--- config.mk ---
export PLATFORM = sky130hd
export DESIGN_NAME = rom_dl_sequencer
export DESIGN_NICKNAME = d
export VERILOG_FILES = /design/src/rtl/tropang_pkg.sv /design/src/rtl/toggle_port.sv /design/src/rtl/rom_dl_sequencer.sv
export SDC_FILE = /design/constraint.sdc
export NUM_CORES = 1
export LEC_CHECK = 0
export ABC_AREA = 1
export CAP_MARGIN = 30
export CORE_ASPECT_RATIO = 0.75
export CORE_MARGIN = 2
export CORE_UTILIZATION = 33
export CTS_CLUSTER_SIZE = 16
export DETAILED_ROUTE_END_ITERATION = 10
export PLACE_DENSITY = 0.67
export SYNTH_ARGS = -nofsm -noshare
export SYNTH_HDL_FRONTEND = slang
export SYNTH_SLANG_ARGS = --single-unit
--- constraint.sdc ---
create_clock -name clk_mem -period 2.1 [get_ports clk_mem]
set_clock_uncertainty 0.2 [all_clocks]
set_input_delay 0.42 -clock clk_mem [delete_from_list [all_inputs] [get_ports clk_mem]]
set_output_delay 0.42 -clock clk_mem [all_outputs]
set_load 0.02 [all_outputs]
--- src/rtl/tropang_pkg.sv ---
// tropang_pkg: download region bounds and sequencer FSM states
package tropang_pkg;
  localparam logic [16:0] DEF_SP_BASE  = 17'h10000;
  localparam logic [16:0] DEF_SP_END   = 17'h1BFFF;
  localparam logic [16:0] DEF_CPU_END  = 17'h09FFF;
  localparam logic [16:0] DEF_BRAM_END = 17'h1C31F;
  localparam int DEF_ACK_TIMEOUT = 255;
  typedef enum logic [1:0] {IDLE, ISSUE, WAIT} state_t;
endpackage

--- src/rtl/toggle_port.sv ---
// toggle_port: toggle req/ack handshake with saturating ack timeout
module toggle_port #(
  parameter int ACK_TIMEOUT = 255
) (
  input  logic clk_mem,
  input  logic reset,
  input  logic ack,
  input  logic issue,
  input  logic active,
  output logic req,
  output logic match,
  output logic timeout
);
  logic [7:0] cnt;
  assign match = req == ack;
  assign timeout = active && !match && cnt == 8'(ACK_TIMEOUT);
  always_ff @(posedge clk_mem) begin
    if (reset) begin
      req <= ack;
      cnt <= '0;
    end else begin
      if (issue) req <= ~req;
      else if (timeout) req <= ack;
      if (issue) cnt <= '0;
      else if (active && !match && cnt != 8'hFF) cnt <= cnt + 8'd1;
    end
  end
endmodule

--- src/rtl/rom_dl_sequencer.sv ---
// rom_dl_sequencer: routes HPS ROM download bytes to SDRAM ports or BRAM loader
import tropang_pkg::*;
module rom_dl_sequencer #(
  parameter logic [16:0] SP_BASE  = DEF_SP_BASE,
  parameter logic [16:0] SP_END   = DEF_SP_END,
  parameter logic [16:0] CPU_END  = DEF_CPU_END,
  parameter logic [16:0] BRAM_END = DEF_BRAM_END,
  parameter int ACK_TIMEOUT = DEF_ACK_TIMEOUT
) (
  input  logic        clk_mem,
  input  logic        reset,
  input  logic        ioctl_download,
  input  logic        ioctl_wr,
  input  logic [24:0] ioctl_addr,
  input  logic [7:0]  ioctl_dout,
  input  logic [7:0]  ioctl_index,
  output logic        ioctl_wait,
  output logic        port1_req,
  input  logic        port1_ack,
  output logic [22:0] port1_a,
  output logic [1:0]  port1_ds,
  output logic [15:0] port1_d,
  output logic        port2_req,
  input  logic        port2_ack,
  output logic [22:0] port2_a,
  output logic [1:0]  port2_ds,
  output logic [15:0] port2_d,
  output logic        dl_wr,
  output logic [16:0] dl_addr,
  output logic [7:0]  dl_data,
  output logic        rom_loaded,
  output logic        dl_error
);
  state_t state_q, state_d;
  logic wr_q, dn_q, pend_q, sel2, iss1, iss2, match1, match2, tmo1, tmo2;
  logic [16:0] a;
  logic [23:0] off;
  logic ev, lo_ok, hit1, hit2, hitb, dn_fall;
  assign a = ioctl_addr[16:0];
  assign lo_ok = ioctl_addr[24:17] == 8'd0;
  assign ev = ioctl_download && ioctl_wr && !wr_q && ioctl_index == 8'd0 && state_q == IDLE;
  assign hit1 = lo_ok && a <= CPU_END;
  assign hit2 = lo_ok && a >= SP_BASE && a <= SP_END;
  assign hitb = lo_ok && ((a > CPU_END && a < SP_BASE) || (a > SP_END && a <= BRAM_END));
  assign off = {7'd0, a} - {7'd0, SP_BASE};
  assign ioctl_wait = state_q != IDLE;
  assign dn_fall = !ioctl_download && dn_q;
  toggle_port #(.ACK_TIMEOUT(ACK_TIMEOUT)) u_p1 (
    .clk_mem(clk_mem), .reset(reset), .ack(port1_ack), .issue(iss1),
    .active(state_q == WAIT && !sel2), .req(port1_req), .match(match1), .timeout(tmo1)
  );
  toggle_port #(.ACK_TIMEOUT(ACK_TIMEOUT)) u_p2 (
    .clk_mem(clk_mem), .reset(reset), .ack(port2_ack), .issue(iss2),
    .active(state_q == WAIT && sel2), .req(port2_req), .match(match2), .timeout(tmo2)
  );
  always_comb begin
    state_d = state_q;
    iss1 = 1'b0;
    iss2 = 1'b0;
    case (state_q)
      IDLE: state_d = ev && (hit1 || hit2) ? ISSUE : IDLE;
      ISSUE: begin
        iss1 = !sel2;
        iss2 = sel2;
        state_d = WAIT;
      end
      WAIT: state_d = (sel2 ? (match2 || tmo2) : (match1 || tmo1)) ? IDLE : WAIT;
      default: state_d = IDLE;
    endcase
  end
  always_ff @(posedge clk_mem) begin
    if (reset) begin
      state_q <= IDLE;
      wr_q <= 1'b0;
      dn_q <= 1'b0;
      pend_q <= 1'b0;
      sel2 <= 1'b0;
      dl_wr <= 1'b0;
      dl_addr <= '0;
      dl_data <= '0;
      port1_a <= '0;
      port1_ds <= '0;
      port1_d <= '0;
      port2_a <= '0;
      port2_ds <= '0;
      port2_d <= '0;
      rom_loaded <= 1'b0;
      dl_error <= 1'b0;
    end else begin
      state_q <= state_d;
      wr_q <= ioctl_wr;
      dn_q <= ioctl_download;
      dl_wr <= ev && hitb;
      if (ev && hitb) begin
        dl_addr <= a;
        dl_data <= ioctl_dout;
      end
      if (ev && hit1) begin
        sel2 <= 1'b0;
        port1_a <= ioctl_addr[23:1];
        port1_ds <= {ioctl_addr[0], ~ioctl_addr[0]};
        port1_d <= {ioctl_dout, ioctl_dout};
      end
      if (ev && hit2) begin
        sel2 <= 1'b1;
        port2_a <= {off[23:16], off[13:0], off[15]};
        port2_ds <= {off[14], ~off[14]};
        port2_d <= {ioctl_dout, ioctl_dout};
      end
      if (ioctl_download && !dn_q) begin
        rom_loaded <= 1'b0;
        dl_error <= 1'b0;
        pend_q <= 1'b0;
      end else begin
        if (tmo1 || tmo2) dl_error <= 1'b1;
        // a falling edge seen mid-write is held until the write retires
        if ((pend_q || dn_fall) && state_q == IDLE) begin
          rom_loaded <= !dl_error;
          pend_q <= 1'b0;
        end else if (dn_fall) pend_q <= 1'b1;
      end
    end
  end
endmodule

Word-level counts from Yosys, hierarchy flattened. Index checks and enable logic that the tools add are counted.

Output and inout bits: 113. Word-level logic and storage cells: 105. Register bits after elaboration: 134. Bits of input ports: 47.

$lt $le $gt $ge: 7. Bitwise gates (word level): 4. Mux-type cells: 14. Reduce and logical (&&, ||, !) cells: 49. Add/sub/neg operators: 3. Eq/ne operators: 8.

Operators by type and width (count): 17-bit less-or-equal comparator (second input constant) (2); 1-bit logical AND (25); 17-bit by 17-bit subtractor with 18-bit output (second input constant) (1); 17-bit >= comparator (second input constant) (1); 17-bit by 16-bit greater-than comparator with 1-bit output (second input constant) (1); 17-bit greater-than comparator (second input constant) (1); 17-bit by 16-bit less-or-equal comparator with 1-bit output (second input constant) (1); 17-bit less-than comparator (second input constant) (1); 8-bit by 1-bit adder with 8-bit output (second input constant) (2); 8-bit == test (second input constant) (2); 8-bit zero test (2); 8-bit != test (second input constant) (2); 1-bit 2-to-1 mux (12); 1-bit zero test (7); 1-bit logical OR (6); 2-bit one-hot mux with 3 select lines (1); 3-bit nonzero test (2); 2-bit OR reduction (3); 1-bit inverter (4); 2-bit nonzero test (2); 3-bit OR reduction (1); 1-bit == test (2); 2-bit by 1-bit == test with 1-bit output (second input constant) (1); 2-bit == test (second input constant) (1); other kinds (2) (2).

Longest topological paths before layout. Gate-level depths: netlist of run 1.

Depth after elaboration: 8. Gate-level depth with buffers: 12.

Modules after synthesis. From an unflattened synthesis of run 1, not the netlist that was laid out.

Cell total of the unflattened synthesis: 720. Area, all modules: 5132.4 um2.

Modules (own cells, without submodules): rom_dl_sequencer (times used 1, cells each 548, area an instance 4001.3 um2); toggle_port (times used 2, cells each 86, area an instance 565.5 um2).

Worst setup path after synthesis of run 1. OpenSTA, ideal clock, no wires.

Kind: input to register. Start point: input port ioctl_addr[21]. End point: register port2_a[0]. Required time: 1784 ps. Stages: 7. Arrival time: 1391 ps. Path slack: 393 ps. Cells stage by stage: nor2_1 nand4_1 nor2_8 nand2_4 clkbuf_1 o21ai_0 nor2_1.

Cells in the longest elaborated chain, start to end: 4.

Ends and longest elaborated chain: from (decl) (line rom_dl_sequencer.sv:14) `input logic [24:0] ioctl_addr,`; 8-bit zero test (line rom_dl_sequencer.sv:40) `assign lo_ok = ioctl_addr[24:17] == 8'd0;`; 1-bit logical AND (2 in series) (line rom_dl_sequencer.sv:43) `assign hit2 = lo_ok && a >= SP_BASE && a <= SP_END;`; 1-bit logical AND (line rom_dl_sequencer.sv:104) `if (ev && hit2) begin`; to (signal assigned) (line rom_dl_sequencer.sv:106) `port2_a <= {off[23:16], off[13:0], off[15]};`; to (decl) (line rom_dl_sequencer.sv:25) `output logic [22:0] port2_a,`.

No other way between the ends. A chain may end at the register's enable or synchronous reset.

Final worst setup path of run 1.
Start point: register u_p2.req. End point: output port port2_req.

RTL lines: from (decl) (line toggle_port.sv:10) `output logic req,`; from (signal assigned) (line toggle_port.sv:19) `req <= ack;`; from (signal assigned) (line toggle_port.sv:22) `if (issue) req <= ~req;`; from (signal assigned) (line toggle_port.sv:23) `else if (timeout) req <= ack;`; to (decl) (line rom_dl_sequencer.sv:23) `output logic port2_req,`.

No word-level cell between the ends.

==> results.toml, run 1 <==
[power_and_ir_drop]
p_int_mw = 3.09
combPwrFrac = 0.080
p_sw_mw = 0.966
p_clk_frac = 0.399
power_density_nw_per_um2 = 573
p_sw_frac = 0.238
finalPower_mw = 4.06
static-leakage-power_nw = 3.00
power_frac_seq = 0.521
peakVddDrop_v = 0.000325

[cts]
cts_max_level = 3
clkLatencyLatePin_ps = 340
path_clk_slew_ps = 70
cts_hold_buf = 0
cts_sinks = 111
cts_buffer_depth = 2
clock-root-buffer = "clkbuf_16"
cts_tree = "yes"
cts_made_buffers = 9

[global_route]
grt_overflow_total = 0
grtUsageMet2 = 0.246
grtUsageMet3 = 0.0376
antenna_found_initial = 0
grt_max_degree = 52
grt_pass1_vias = 3887
grt-busiest-layer = "met1"
grt_util_met1 = 0.257
grtUsageTotal = 0.173
grt_pass1_wl_mm = 20.8

[worst_setup_path]
rrSetupSlack_ps = 250
cp_top_family = "buffers and inverters"
crit_chain = "clkdlybuf4s50_1"
crit_end = "port2_req"
slowest_delay_ps = 620
worstSetupStartpointType = "register"
end_kind = "output pin"
cp_slowest_cell = "clkdlybuf4s50_1"
cp.depth = 1
cp_max_fo = 3
critPathArrivalTime_ps = 1370
reg2regPathDepth = 9
crit_path_start = "u_p2.req"
critPathKind = "register to output pin"
r2r-start = "u_p2.cnt[0]"
r2r-end = "u_p2.cnt[3]"
required_ps = 1480
path_buf_inv = 1

[timing]
tightestPinTransition_ps = 378
maxSlewViolCount = 0
fin_crit_ps = 1990
relSlewSlack = 0.746
finalSetupViolations = 0
tns_ps = 0
period_share = 0.946
hold_viol = 0
fmax_ghz = 0.503
rsz0062_at_grt = "yes"

[cells_and_area]
diodes = 0
fillerInstances = 1449
nets = 883
multi_input_area_sq_um = 1970
seq_area_sq_um = 2240
final_util = 0.494
drive_gt1_frac = 0.107
area_growth_pct = 47.3
finalInstanceArea_sq_um = 7090

[logic_synthesis]
yosysWarnings = 0
synth_compound_area_frac = 0.108
synth_adder_area_share = 0.00520
syn_area_sq_um = 4810
yosys.area_share.simple = 0.276
muxShareOfSynthArea = 0
synth.avg_cell_area_sq_um = 7.27
synthesis.nets = 711
synth_top_family_by_area = "simple AND/OR/NAND/NOR gates"
yosysSeqAreaShare = 0.466
synth_cell_types = 31
synth_cells = 662
ys_seq_elements = 111
synth_xor_area_frac = 0.0164

[die]
die_w_um = 143
initial_core_util = 0.335
rows = 38
core-area_sq_um = 14400
ioPinCount = 160
fp.dieH_um = 109
dieArea_sq_um = 15600

[route]
dr.pass1.iters = 4
drc = 0
drt-vias-per-instance = 4.38
wl_per_cell_um = 13.0
vias = 4548
drtIter0Drc = 244
ant_nets = 0
routed_wl_mm = 13.5

[placed_design]
place_area_sq_um = 6780
port_buffers = 159
hpwl_mm = 10.3
routabilityCongestion = 0.827

[worst_hold_path]
hold_path_startpoint = "port1_a[15]"
holdCritPathClass = "register to register"

[flow_run]
maxCapViolations = 0

[outcome]
outcome = "finished clean"
[repair_timing]
action | CTS | global route
buffers inserted | 0 | 0
endpoints found under the setup margin | 1 | 14
pin swaps | 0 | 1
resized for setup | 1 | 12
endpoints found under the hold margin | 0 | 0
[through the flow]
step / setup WS [ps] / hold WS (ps) / std cells
global route: -7.51 / 269 / 1039
finish: 114 / 244 / 1039
CTS: 8.90 / 246 / 1039
floorplan: 393 / 245 / 662
global placement: -233 / 233 / 1023
detailed placement: -325 / 234 / 1023
[synth_stat cells, drive strengths merged]
cell type | instances | share of area
nor2 | 167 | 0.14
or2 | 1 | 0.0013
xor2 | 3 | 0.0055
a21oi | 46 | 0.049
ha | 2 | 0.0052
clkinv | 1 | 0.0010
nor3b | 1 | 0.0016
nand2 | 89 | 0.073
nor3 | 9 | 0.0094
edfxtp | 2 | 0.012
nand3b | 2 | 0.0031
nand4 | 5 | 0.0065
dfxtp | 109 | 0.45
buf | 39 | 0.065
inv | 67 | 0.052
nand3 | 44 | 0.046
xnor2 | 6 | 0.011
o21ai | 56 | 0.060
clkbuf | 13 | 0.010
[worst min path at each step]
stage / end / slack (ps) / depth (start not counted)
floorplan: u_p1.cnt[7] / 250 / 2
CTS: port1_a[15] / 250 / 2
global route: port1_a[20] / 270 / 2
detailed placement: port1_a[15] / 230 / 2
global placement: port1_a[15] / 230 / 2
finish: port1_a[15] / 240 / 2
[cells in the final DEF, fill, tap and decap left out, types with 6 or more instances in the layout]
master / n
a21oi_1: 45
nand2_1: 86
dlymetal6s2s_1: 8
buf_12: 6
o21ai_0: 52
clkdlybuf4s50_1: 150
dfxtp_1: 109
buf_4: 48
inv_1: 63
clkbuf_16: 9
nand3_1: 44
xnor2_1: 6
nor3_1: 9
nor2_1: 159
nor2_2: 7
[area by class of cell]
type | instances | share of cell area
flip-flops and latches | 111 | 0.316
repair buffers | 213 | 0.295
clock buffers | 9 | 0.0318
well taps | 200 | 0.0353
clock inverters | 7 | 0.00794
multi-input cells | 431 | 0.278
inverters | 68 | 0.0362
[per-layer routing]
layer  routed length [um]  part of all wire  vias up
li1                     -                 -     2408
met1                 6740              0.50     2003
met2                 5700              0.42      118
met3                  810             0.060       19
met4                  264             0.020        0
met5                    0                 0        -
[worst min-delay path: stages, from the launching register on]
cell     delay [ps]
dfxtp_1         320
nand2_1          60
nor2_1           30
[registers in the layout (all words and copies together) (netlist names)]
name,count
wr_q,1
port2_a,16
port2_d,8
state_q,2
u_p2.req,1
port1_a,23
port1_d,8
pend_q,1
rom_loaded,1
sel2,1
u_p1.cnt,8
u_p2.cnt,8
port1_ds,2
dl_addr,17
dl_data,8
dn_q,1
dl_error,1
port2_ds,2
dl_wr,1
u_p1.req,1
[power groups by stage]
stage / registers, mW / logic [mW] / clock network, mW
after floorplan: 2.17 / 0.121 / 0
after global placement: 2.17 / 0.320 / 0
after detailed placement: 2.17 / 0.319 / 0
after CTS: 2.12 / 0.321 / 1.68
after global routing: 2.12 / 0.356 / 1.75
final: 2.12 / 0.323 / 1.62
[cells by family (layout without fill, tap and decap cells)]
kind of cell             count (synthesis)  count (layout)
AND/OR/NAND/NOR                        318             318
buffers and inverters                  120             297
flip-flops                             111             111
AO/OA/AOI/OAI                          102             102
XOR/XNOR                                 9               9
adder cells (fa/ha/maj)                  2               2
No activity file was read; power rests on OpenSTA's default activity.
==> run 2, diff against run 1 <==
==> constraint.sdc (replaced) <==
create_clock -name clk_mem -period 2.1 [get_ports clk_mem]
set_clock_uncertainty 0.2 [all_clocks]
set_input_delay 0.42 -clock clk_mem [delete_from_list [all_inputs] [get_ports clk_mem]]
set_output_delay 0.42 -clock clk_mem [all_outputs]
set_load 0.05 [all_outputs]
==> run 2 against run 1 <==
Effect of this change: flip-flop and latch count unchanged; sequential power about the same; utilization down 1.8 points; maximum frequency up 1.7%; largest cell class unchanged; critical path type is now input pin to register; routed wire length down 1.4%; total power up 1.8%; sequential share of layout area up 1.2 points; highest routed layer unchanged; via count down 0.68%; register-to-register slack worse by 50 ps; hold slack better by 1.7 ps.
==> results.toml, run 2 (synthesized netlist as in run 1, its figures left out) <==
[timing]
tns_ps = 0
hold_viol = 0
tightestPinTransition_ps = 490
fin_crit_ps = 1950
relSlewSlack = 0.675
period_share = 0.930
rsz0062_at_grt = "no"
fmax_ghz = 0.512
maxSlewViolCount = 0
finalSetupViolations = 0

[route]
drc = 0
drtIter0Drc = 351
ant_nets = 0
drt-vias-per-instance = 4.33
dr.pass1.iters = 4
wl_per_cell_um = 12.8
routed_wl_mm = 13.3
vias = 4517

[worst_setup_path]
crit_chain = "clkdlybuf4s50_1 > nor2_2 > nand4_1 > nor2_8 > nand2_4 > buf_12 > o21ai_0 > nor2_1"
required_ps = 2140
end_kind = "register"
cp_max_fo = 14
critPathArrivalTime_ps = 2000
slowest_delay_ps = 410
worstSetupStartpointType = "input pin"
critPathKind = "input pin to register"
cp_slowest_cell = "clkdlybuf4s50_1"

[global_route]
grt_max_degree = 52
grtUsageTotal = 0.175
grt_overflow_total = 0
grt_pass1_vias = 4065
antenna_found_initial = 0
grt_pass1_wl_mm = 21.0

[cells_and_area]
layout_commonest_cell = "nor2_1"
nets = 886
drive_gt1_frac = 0.228
finalInstanceArea_sq_um = 6830
largest_register_ffs = 23
largest_register = "port1_a"
final_cell_mix = "nor2_1 (160), buf_4 (152), dfxtp_1 (109), nand2_1 (86), inv_1 (63)"
reg_top3 = "port1_a x23, dl_addr x17, port2_a x16"
fin_cells = 1042
diodes = 0
area_growth_pct = 41.8

[die]
dieArea_sq_um = 15600
core-area_sq_um = 14400
initial_core_util = 0.335
fp.dieH_um = 109
rows = 38
die_w_um = 143
ioPinCount = 160

[cts]
cts_tree = "yes"
cts_made_buffers = 9
clkLatencyLatePin_ps = 350
cts_max_level = 3
cts_hold_buf = 0
path_clk_slew_ps = 70
cts_sinks = 111
cts_buffer_depth = 2
clock-root-buffer = "clkbuf_16"

[flow_run]
maxCapViolations = 0

[placed_design]
place_area_sq_um = 6530
routabilityCongestion = 0.818
hpwl_mm = 10.1
port_buffers = 159
place_inst = 1026

[power_and_ir_drop]
static-leakage-power_nw = 3.13
p_sw_frac = 0.229
p_clk_frac = 0.409
p_sw_mw = 0.948
finalPower_mw = 4.14
power_frac_seq = 0.512
peakVddDrop_v = 0.000333
combPwrFrac = 0.079
power_density_nw_per_um2 = 606
p_int_mw = 3.19

[outcome]
outcome = "finished clean"

[worst_hold_path]
holdCritPathClass = "register to register"
## run 2: area by class of cell
class                   instances  area (sq um)
repair buffers                216          1820
flip-flops and latches        111          2240
clock buffers                  12           268
fillers                      1481          7530
multi-input cells             431          1970
well taps                     200           250
clock inverters                 4          26.3
inverters                      68           256
## run 2: path summary, 6_finish.rpt
path,startpoint,cells after the start,slack [ps],endpoint
setup / recovery,ioctl_addr[17],8,150,port2_d[13]
setup reg to reg,u_p1.cnt[0],10,200,u_p1.cnt[2]
hold reg to reg,port1_a[15],2,250,port1_a[15]
hold / removal,port1_a[15],2,250,port1_a[15]
## run 2: critical path: cells and delay by family
| kind | cells | cell delay [ps] |
|---|---|---|
| AND/OR/NAND/NOR | 5 | 820 |
| buffers and inverters | 2 | 580 |
| AO/OA/AOI/OAI | 1 | 170 |
## run 2: routing by layer
| metal | vias up | track usage | part of all wire |
|---|---|---|---|
| li1 | 2423 | - | - |
| met1 | 1980 | 0.253 | 0.51 |
| met2 | 99 | 0.255 | 0.42 |
| met3 | 15 | 0.0421 | 0.051 |
| met4 | 0 | 0.0553 | 0.016 |
| met5 | - | 0 | 0 |
## run 2: per-stage QoR
step | setup slack [ps] | hold WS, ps | utilization
4_1_cts | 65.5 | 247 | 0.474
3_3_place_gp | -238 | 233 | 0.455
3_5_place_dp | -312 | 238 | 0.455
6_report | 146 | 246 | 0.476
2_1_floorplan | 333 | 245 | -
5_1_grt | 9.57 | 264 | 0.476
## run 2: what timing repair did
action,CTS,global route
pin swaps,0,1
endpoints found under the setup margin,12,25
buffers inserted,0,0
cloned,0,0
gates resized for setup,12,4
## run 2: power groups by stage
stage,Combinational (mW),Sequential (mW),Clock [mW]
after detailed placement,0.324,2.17,0
after global placement,0.324,2.17,0
final,0.326,2.12,1.69
after floorplan,0.121,2.17,0
after global routing,0.361,2.12,1.83
after CTS,0.325,2.12,1.75
